===== src/rtl/uart_tx_pkg.sv =====
// Shared definitions for the UART TX frame controller: state encoding,
// parity-type and stop-count constants.
// Optional build macro: UART_TX_BREAK_EN adds the BREAK state.
package uart_tx_pkg;

  localparam logic [2:0] ENC_IDLE   = 3'd0;
  localparam logic [2:0] ENC_START  = 3'd1;
  localparam logic [2:0] ENC_DATA   = 3'd2;
  localparam logic [2:0] ENC_PARITY = 3'd3;
  localparam logic [2:0] ENC_STOP1  = 3'd4;
  localparam logic [2:0] ENC_STOP2  = 3'd5;
  localparam logic [2:0] ENC_BREAK  = 3'd6;

  typedef enum logic [2:0] {
    StIdle   = ENC_IDLE,
    StStart  = ENC_START,
    StData   = ENC_DATA,
    StParity = ENC_PARITY,
    StStop1  = ENC_STOP1,
    StStop2  = ENC_STOP2
`ifdef UART_TX_BREAK_EN
    ,
    StBreak  = ENC_BREAK
`endif
  } tx_state_e;

  localparam logic PAR_EVEN = 1'b0;
  localparam logic PAR_ODD  = 1'b1;

  localparam logic STOP_ONE = 1'b0;
  localparam logic STOP_TWO = 1'b1;

endpackage


===== src/rtl/uart_tx_serializer.sv =====
// Payload shift register and data-bit counter for the UART TX engine.
// o_bit is the next payload bit to drive; the register shifts as it is consumed.
module uart_tx_serializer #(
  parameter int unsigned DATA_WIDTH = 8,
  parameter int unsigned CNT_W      = $clog2(DATA_WIDTH)
) (
  input  logic                  CLK,
  input  logic                  RST,
  input  logic                  i_load,
  input  logic                  i_shift_en,
  input  logic                  i_cnt_en,
  input  logic [DATA_WIDTH-1:0] i_data,
  output logic                  o_bit,
  output logic                  o_done
);

  logic [DATA_WIDTH-1:0] r_shift;
  logic [CNT_W-1:0]      r_cnt;
  logic                  w_last;

  assign w_last = (r_cnt == CNT_W'(DATA_WIDTH - 1));
  assign o_bit  = r_shift[0];
  assign o_done = w_last;

  // Shift register: load on accept, shift LSB-first as each data bit is driven.
  always_ff @(posedge CLK or negedge RST) begin
    if (!RST) begin
      r_shift <= '0;
    end else if (i_load) begin
      r_shift <= i_data;
    end else if (i_shift_en) begin
      r_shift <= r_shift >> 1;
    end
  end

  // Bit counter: counts data-state cycles and wraps to 0 when leaving DATA.
  always_ff @(posedge CLK or negedge RST) begin
    if (!RST) begin
      r_cnt <= '0;
    end else if (i_load) begin
      r_cnt <= '0;
    end else if (i_cnt_en) begin
      r_cnt <= w_last ? '0 : r_cnt + 1'b1;
    end
  end

endmodule


===== src/rtl/uart_tx_frame_ctrl.sv =====
// Parametrised UART transmit engine: frame FSM, parity and output select.
// One CLK cycle is one bit time. TX_OUT and BUSY are registered from the
// state being entered, so back-to-back frames keep BUSY high.
// Optional build macro: UART_TX_BREAK_EN adds BREAK_REQ and a line-break state.
module uart_tx_frame_ctrl
  import uart_tx_pkg::*;
#(
  parameter int unsigned DATA_WIDTH = 8,
  parameter int unsigned CNT_W      = $clog2(DATA_WIDTH)
) (
  input  logic                  CLK,
  input  logic                  RST,
  input  logic [DATA_WIDTH-1:0] P_DATA,
  input  logic                  DATA_VALID,
  input  logic                  PAR_EN,
  input  logic                  PAR_TYP,
  input  logic                  STOP2,
`ifdef UART_TX_BREAK_EN
  input  logic                  BREAK_REQ,
`endif
  output logic                  TX_OUT,
  output logic                  BUSY,
  output logic                  ACCEPT
);

  tx_state_e r_state;
  tx_state_e w_state_nxt;
  tx_state_e w_after_stop;

  logic r_tx;
  logic w_tx_nxt;
  logic r_busy;
  logic r_par_en;
  logic r_par_bit;
  logic r_stop2;

  logic w_last_stop;
  logic w_can_take;
  logic w_brk_go;
  logic w_ser_bit;
  logic w_ser_done;

  assign w_last_stop = ((r_state == StStop1) && (r_stop2 == STOP_ONE)) || (r_state == StStop2);
  assign w_can_take  = (r_state == StIdle) || w_last_stop;

`ifdef UART_TX_BREAK_EN
  localparam int unsigned BRK_W = $clog2(DATA_WIDTH + 5);

  logic [BRK_W-1:0] r_brk_cnt;
  logic [BRK_W-1:0] w_brk_load;

  // Break wins over data when both are requested in an accepting cycle.
  assign w_brk_go   = w_can_take & BREAK_REQ;
  // Break length minus one: 1 + DATA_WIDTH + PAR_EN + 1 + STOP2 cycles total.
  assign w_brk_load = BRK_W'(DATA_WIDTH + 1) + BRK_W'(PAR_EN) + BRK_W'(STOP2);

  // Break duration counter, loaded from the live config on entry.
  always_ff @(posedge CLK or negedge RST) begin
    if (!RST) begin
      r_brk_cnt <= '0;
    end else if (w_brk_go) begin
      r_brk_cnt <= w_brk_load;
    end else if ((r_state == StBreak) && (r_brk_cnt != '0)) begin
      r_brk_cnt <= r_brk_cnt - 1'b1;
    end
  end
`else
  assign w_brk_go = 1'b0;
`endif

  assign ACCEPT = DATA_VALID & w_can_take & ~w_brk_go;
  assign TX_OUT = r_tx;
  assign BUSY   = r_busy;

  uart_tx_serializer #(
    .DATA_WIDTH (DATA_WIDTH),
    .CNT_W      (CNT_W)
  ) u_serializer (
    .CLK        (CLK),
    .RST        (RST),
    .i_load     (ACCEPT),
    .i_shift_en (w_state_nxt == StData),
    .i_cnt_en   (r_state == StData),
    .i_data     (P_DATA),
    .o_bit      (w_ser_bit),
    .o_done     (w_ser_done)
  );

  // Next-state decode and selection of the bit for the state being entered.
  always_comb begin
    w_state_nxt  = r_state;
    w_tx_nxt     = 1'b1;
    w_after_stop = ACCEPT ? StStart : StIdle;
`ifdef UART_TX_BREAK_EN
    if (w_brk_go) begin
      w_after_stop = StBreak;
    end
`endif
    unique case (r_state)
      StIdle:   w_state_nxt = w_after_stop;
      StStart:  w_state_nxt = StData;
      StData: begin
        if (w_ser_done) begin
          w_state_nxt = r_par_en ? StParity : StStop1;
        end
      end
      StParity: w_state_nxt = StStop1;
      StStop1:  w_state_nxt = (r_stop2 == STOP_TWO) ? StStop2 : w_after_stop;
      StStop2:  w_state_nxt = w_after_stop;
`ifdef UART_TX_BREAK_EN
      StBreak:  w_state_nxt = (r_brk_cnt == '0) ? StStop1 : StBreak;
`endif
      default:  w_state_nxt = StIdle;
    endcase

    unique case (w_state_nxt)
      StStart:  w_tx_nxt = 1'b0;
      StData:   w_tx_nxt = w_ser_bit;
      StParity: w_tx_nxt = r_par_bit;
`ifdef UART_TX_BREAK_EN
      StBreak:  w_tx_nxt = 1'b0;
`endif
      default:  w_tx_nxt = 1'b1;
    endcase
  end

  // State, line and busy registers; reset aborts any frame with the line high.
  always_ff @(posedge CLK or negedge RST) begin
    if (!RST) begin
      r_state <= StIdle;
      r_tx    <= 1'b1;
      r_busy  <= 1'b0;
    end else begin
      r_state <= w_state_nxt;
      r_tx    <= w_tx_nxt;
      r_busy  <= (w_state_nxt != StIdle);
    end
  end

  // Frame config latched on accept so mid-frame changes have no effect.
  always_ff @(posedge CLK or negedge RST) begin
    if (!RST) begin
      r_par_en  <= 1'b0;
      r_par_bit <= 1'b0;
      r_stop2   <= STOP_ONE;
    end else if (ACCEPT) begin
      r_par_en  <= PAR_EN;
      r_par_bit <= (PAR_TYP == PAR_EVEN) ? ^P_DATA : ~^P_DATA;
      r_stop2   <= STOP2;
    end else if (w_brk_go) begin
      r_par_en  <= PAR_EN;
      r_stop2   <= STOP2;
    end
  end

endmodule


===== config.mk =====
export PLATFORM = sky130hd
export DESIGN_NAME = uart_tx_frame_ctrl
export DESIGN_NICKNAME = d
export VERILOG_FILES = /design/src/rtl/uart_tx_pkg.sv /design/src/rtl/uart_tx_serializer.sv /design/src/rtl/uart_tx_frame_ctrl.sv
export SDC_FILE = /design/constraint.sdc
export NUM_CORES = 1
export LEC_CHECK = 0
export CAP_MARGIN = 10
export CORE_UTILIZATION = 42
export DETAILED_ROUTE_END_ITERATION = 8
export PLACE_DENSITY = 0.65
export SLEW_MARGIN = 40
export SYNTH_ARGS = -nofsm -noshare
export SYNTH_HDL_FRONTEND = slang
export SYNTH_SLANG_ARGS = --single-unit

===== constraint.sdc =====
create_clock -name CLK -period 2.9 [get_ports CLK]
set_clock_uncertainty 0.2 [all_clocks]
set_input_delay 0.87 -clock CLK [delete_from_list [all_inputs] [get_ports CLK]]
set_output_delay 0.87 -clock CLK [all_outputs]
set_load 0.005 [all_outputs]

Word-level counts from Yosys, hierarchy flattened
Index checks and enable logic that the tools add are counted.

storage, ports and cells
  output and inout port bits = 3
  register bits after elaboration = 19

operators by class
  add/subtract/negate cells = 1
  reduce and logical (&&, ||, !) cells = 10
  equal/unequal tests = 9
  muxes and demuxes = 12
  bitwise gates (word level) = 2

operators by type and width
  cell                                            number
  2-to-1 mux 3 bit                                6
  2-to-1 mux 8 bit                                2
  case mux 3 bit (5 select lines)                 1
  == test 3 x 2 -> 1 bit (second input constant)  4
  == test 3 bit (second input constant)           3
  XNOR reduction 8 bit                            1
  parity 8 bit                                    1
  == test 3 x 1 -> 1 bit (second input constant)  2
  nonzero test 2 bit                              2
  adder 3 x 1 -> 3 bit (second input constant)    1
  zero test 3 bit                                 1
  case mux 1 bit (3 select lines)                 1
  nonzero test 3 bit                              1
  logical OR 1 bit                                2
  2-to-1 mux 1 bit                                2
  OR reduction 2 bit                              1
  AND 1 bit                                       1
  logical AND 1 bit                               1
  NOT 1 bit                                       1

Longest topological paths before layout
  depth after elaboration = 11
  depth in mapped cells = 7

Cells and area by module
From an unflattened synthesis, not the netlist that was laid out.

unflattened totals
  cell total of the unflattened synthesis = 92
  area total of the unflattened synthesis = 1003.5 sq um

modules (own cells, without submodules)
  module              sequential area each (sq um)  area each (sq um)  times used  cells each
  uart_tx_serializer  275.3                         515.5              1           47
  uart_tx_frame_ctrl  201.4                         488.0              1           45

Worst setup path before layout
Ideal clock, no wire load.

  kind = input to output
  start = in DATA_VALID
  end = out ACCEPT
  path slack = 0.603 ns
  stages on the path = 3
  arrival = 1.227 ns
  buffers on the path = 1
  cell sequence = o2111ai_4 -> inv_4 -> buf_6

on the way
  longest elaborated chain between the ends = 1

ends and longest elaborated chain
  item                line                      text
  start: declaration  uart_tx_frame_ctrl.sv:14  input logic DATA_VALID,
  AND 1 bit           uart_tx_frame_ctrl.sv:71  assign ACCEPT = DATA_VALID & w_can_take & ~w_brk_go;
  end: declaration    uart_tx_frame_ctrl.sv:23  output logic ACCEPT

Every way passes these cells.

Worst setup path in the final report
  start = reg r_state[0]
  end = out ACCEPT

on the way
  longest elaborated chain between the ends = 5
  elaborated cells on any way between the ends = 7

ends and longest elaborated chain
  item                      line                       text
  start: declaration        uart_tx_frame_ctrl.sv:26   tx_state_e r_state;
  start signal: assignment  uart_tx_frame_ctrl.sv:130  r_state <= StIdle;
  start signal: assignment  uart_tx_frame_ctrl.sv:134  r_state <= w_state_nxt;
  == test 3 bit             uart_tx_frame_ctrl.sv:43   assign w_last_stop = ((r_state == StStop1) && (r_stop2 == STOP_ONE)) || (r_state == StStop2);
  logical AND 1 bit         uart_tx_frame_ctrl.sv:43
  logical OR 1 bit          uart_tx_frame_ctrl.sv:43
  logical OR 1 bit *        uart_tx_frame_ctrl.sv:44   assign w_can_take = (r_state == StIdle) || w_last_stop;
  AND 1 bit *               uart_tx_frame_ctrl.sv:71

Every way passes the cells marked *; elsewhere a longest branch is shown, timed or not.

==> flow_summary.toml <==
[status]
status = "completed"

[clocking]
htree_levels = 1
clk_latency_ns = 0.30
cts_buffers = 3
clk_pin_slew_worst_paths_ns = 0.12
cts_max_path_buffers = 2
cts_root_buffer = "clkbuf_4"
cts_tree = "built"
cts_num_sinks = 19
ctsHoldBuffers = 0

[synth]
synth_top_area_share_pct = 42.2
synth_cell_types = 36
postSynthCellCount = 89
synth_seq_cells = 19
ys_seq_area_share_pct = 44.7
yosysTopAreaCell = "dfrtp_1"
synth-compound-area-share_pct = 11.4
yosys.area_share.simple_pct = 11.5
synth_fa_ha_area_share_pct = 2.34
syn_avg_cell_area_um2 = 12.0
synth_top_family_by_area = "multiplexers"
synth.area.mux_share_pct = 17.8
async_reset_ff_share_pct = 100
synth_xor_area_share_pct = 7.03
synth_flop_cell = "dfrtp_1"
synth-edff-count = 0
syn-num-nets = 105
synth_area_um2 = 1070
synth_area_leaders = "dfrtp_1, mux2_2, mux2_4"
yosysWarnings = 0

[cells_and_area]
final_cell_mix = "dfrtp_1, clkdlybuf4s50_1, mux2_2, nand2_1, buf_4"
register_area_um2 = 477
multi_input_comb_area_um2 = 534
layout_commonest_cell = "dfrtp_1"
synthToLayoutAreaGrowth_pct = 20.6
finalNonFillerCells = 138
fin_nets = 127
num_antenna_cells = 0
drive_gt1_share_pct = 24.5
n_fill_cell = 218

[timing]
hold_violations = 0
period_share_pct = 95.4
worst_hold_slack_ns = 0.310
setup_violations = 0
finalMaxSlewViolations = 0
finalCriticalPeriod_ns = 2.77
rsz0062_at_grt = "false"
max-slew-margin-rel_pct = 65.2
tightestPinTransition_ns = 0.520
fmax_mhz = 361

[die]
start_util_pct = 46.5
rows = 17
die_y_um = 52.4
die_w_um = 52.4
ioPinCount = 17
die_area_um2 = 2750
core_region_area_um2 = 2300

[global_route]
grt_overflow = 0
track_usage_pct = 15.5
grt_pass1_vias = 686
grt_pass1_wl_um = 3020
grt_max_degree = 14
antenna_found_initial = 0

[placement]
dp_cells = 134
io_buffer_count = 16
gp_congestion = 0.708
hpwlAfterDp_um = 1330

[power]
vdd_ir_drop_max_v = 0.000512
power.density_nw_per_um2 = 953
leakagePower_nw = 0.582

[detailed_routing]
first_pass_iters = 3
wl_per_cell_um = 12.6
wl_met2_um = 807
drc = 0
dr.first_iter.drc_count = 8
dr_total_vias = 709
totalWireLength_um = 1740
vias_per_cell = 5.14
m1WireLength_um = 827
highest_layer = "met4"
postRouteAntennaNets = 0
route.met3.wl_um = 68

[critical_path]
crit_path_end_kind = "output pin"
worst_r2r_path_depth = 3
r2r_slack_ns = 0.80
critPathRequiredTime_ns = 1.83
cp_max_fo = 9
timing.setup.critical_path_class = "reg2out"
critPathLaunch = "r_state[0]"
crit_path_start_kind = "flop"
r2r-start = "r_state[1]"
worstPathArrival_ns = 1.70
r2r_end = "u_serializer.r_shift[4]"

[min_path]
min_path_type = "reg2reg"
hp-start = "r_par_bit"
hold_depth = 2
hold_end = "r_par_bit"

[flow_run]
maxCapViolCount = 0
## cell type report
cell class | instances | area share [%]
Tap cell | 28 | 2.72
Sequential cell | 19 | 37.0
Multi-Input combinational cell | 61 | 41.5
Timing Repair Buffer | 21 | 15.0
Inverter | 5 | 1.65
Clock buffer | 3 | 1.75
Clock inverter | 1 | 0.389
## power breakdown
group          switching (mW)  leakage [nW]  total (mW)  internal [mW]
combinational           0.241         0.328       0.597          0.356
clock                  0.0873        0.0177       0.139         0.0515
sequential             0.0976         0.237       0.491          0.393
## cells by family after synthesis
kind of cell	after synthesis
and+or+nand+nor	23
DFF	19
muxes	16
AOI/OAI and AO/OA	13
buffers and inverters	9
xor gates and xnor gates	7
adders and majority gates	2
## synthesized netlist by cell type, types with 2 or more instances
master,number
ha_1,2
o21ai_0,3
nand2_1,8
buf_6,2
nand3b_1,2
inv_1,4
mux2_2,8
mux2i_1,4
or2b_1,2
xor2_1,2
dfrtp_1,18
nor2_1,3
mux2_4,4
xnor2_1,4
nand2b_1,2
## sequential cells by signal, indices dropped and copies added, names as in the netlist
register,cells
u_serializer.r_shift,8
r_state,3
r_stop2,1
r_par_en,1
u_serializer.r_cnt,3
TX_OUT,1
BUSY,1
r_par_bit,1
## worst max-delay path by stage
stage / endpoint / slack (ns) / cells past startpoint
final: ACCEPT / 0.13 / 4
after global routing: ACCEPT / 0.03 / 4
after CTS: ACCEPT / 0.01 / 4
after detailed placement: ACCEPT / -0.28 / 4
after global placement: ACCEPT / -0.28 / 4
after floorplan: ACCEPT / 0.60 / 3
## metrics by stage
step                TNS, ns  setup slack (ns)  power, mW  cell area [µm²]  utilization [%]
floorplan                 0             0.603      0.966             1070                -
global placement     -0.283            -0.283       1.09             1260             55.1
detailed placement   -0.278            -0.278       1.11             1260             55.1
CTS                       0            0.0113       1.25             1290             56.3
global route              0            0.0277       1.33             1290             56.0
finish                    0             0.133       1.23             1290             56.0
## what timing repair did
item,4_1_cts,5_1_grt
endpoints found under the setup margin,1,1
gates resized for setup,2,1
setup buffers,0,0
## worst max-delay path: stages, from the launching register on
cell and delay [ns]:
dfrtp_1 0.50, nand2b_1 0.16, o2111ai_4 0.15, inv_4 0.08, clkdlybuf4s50_1 0.49
## per-layer routing
metal,vias up,global-route usage (%)
met5,-,0
met4,0,9.21
met3,4,3.48
met2,14,24.3
met1,340,19.4
li1,351,-
No activity file was read; power rests on OpenSTA's default activity.
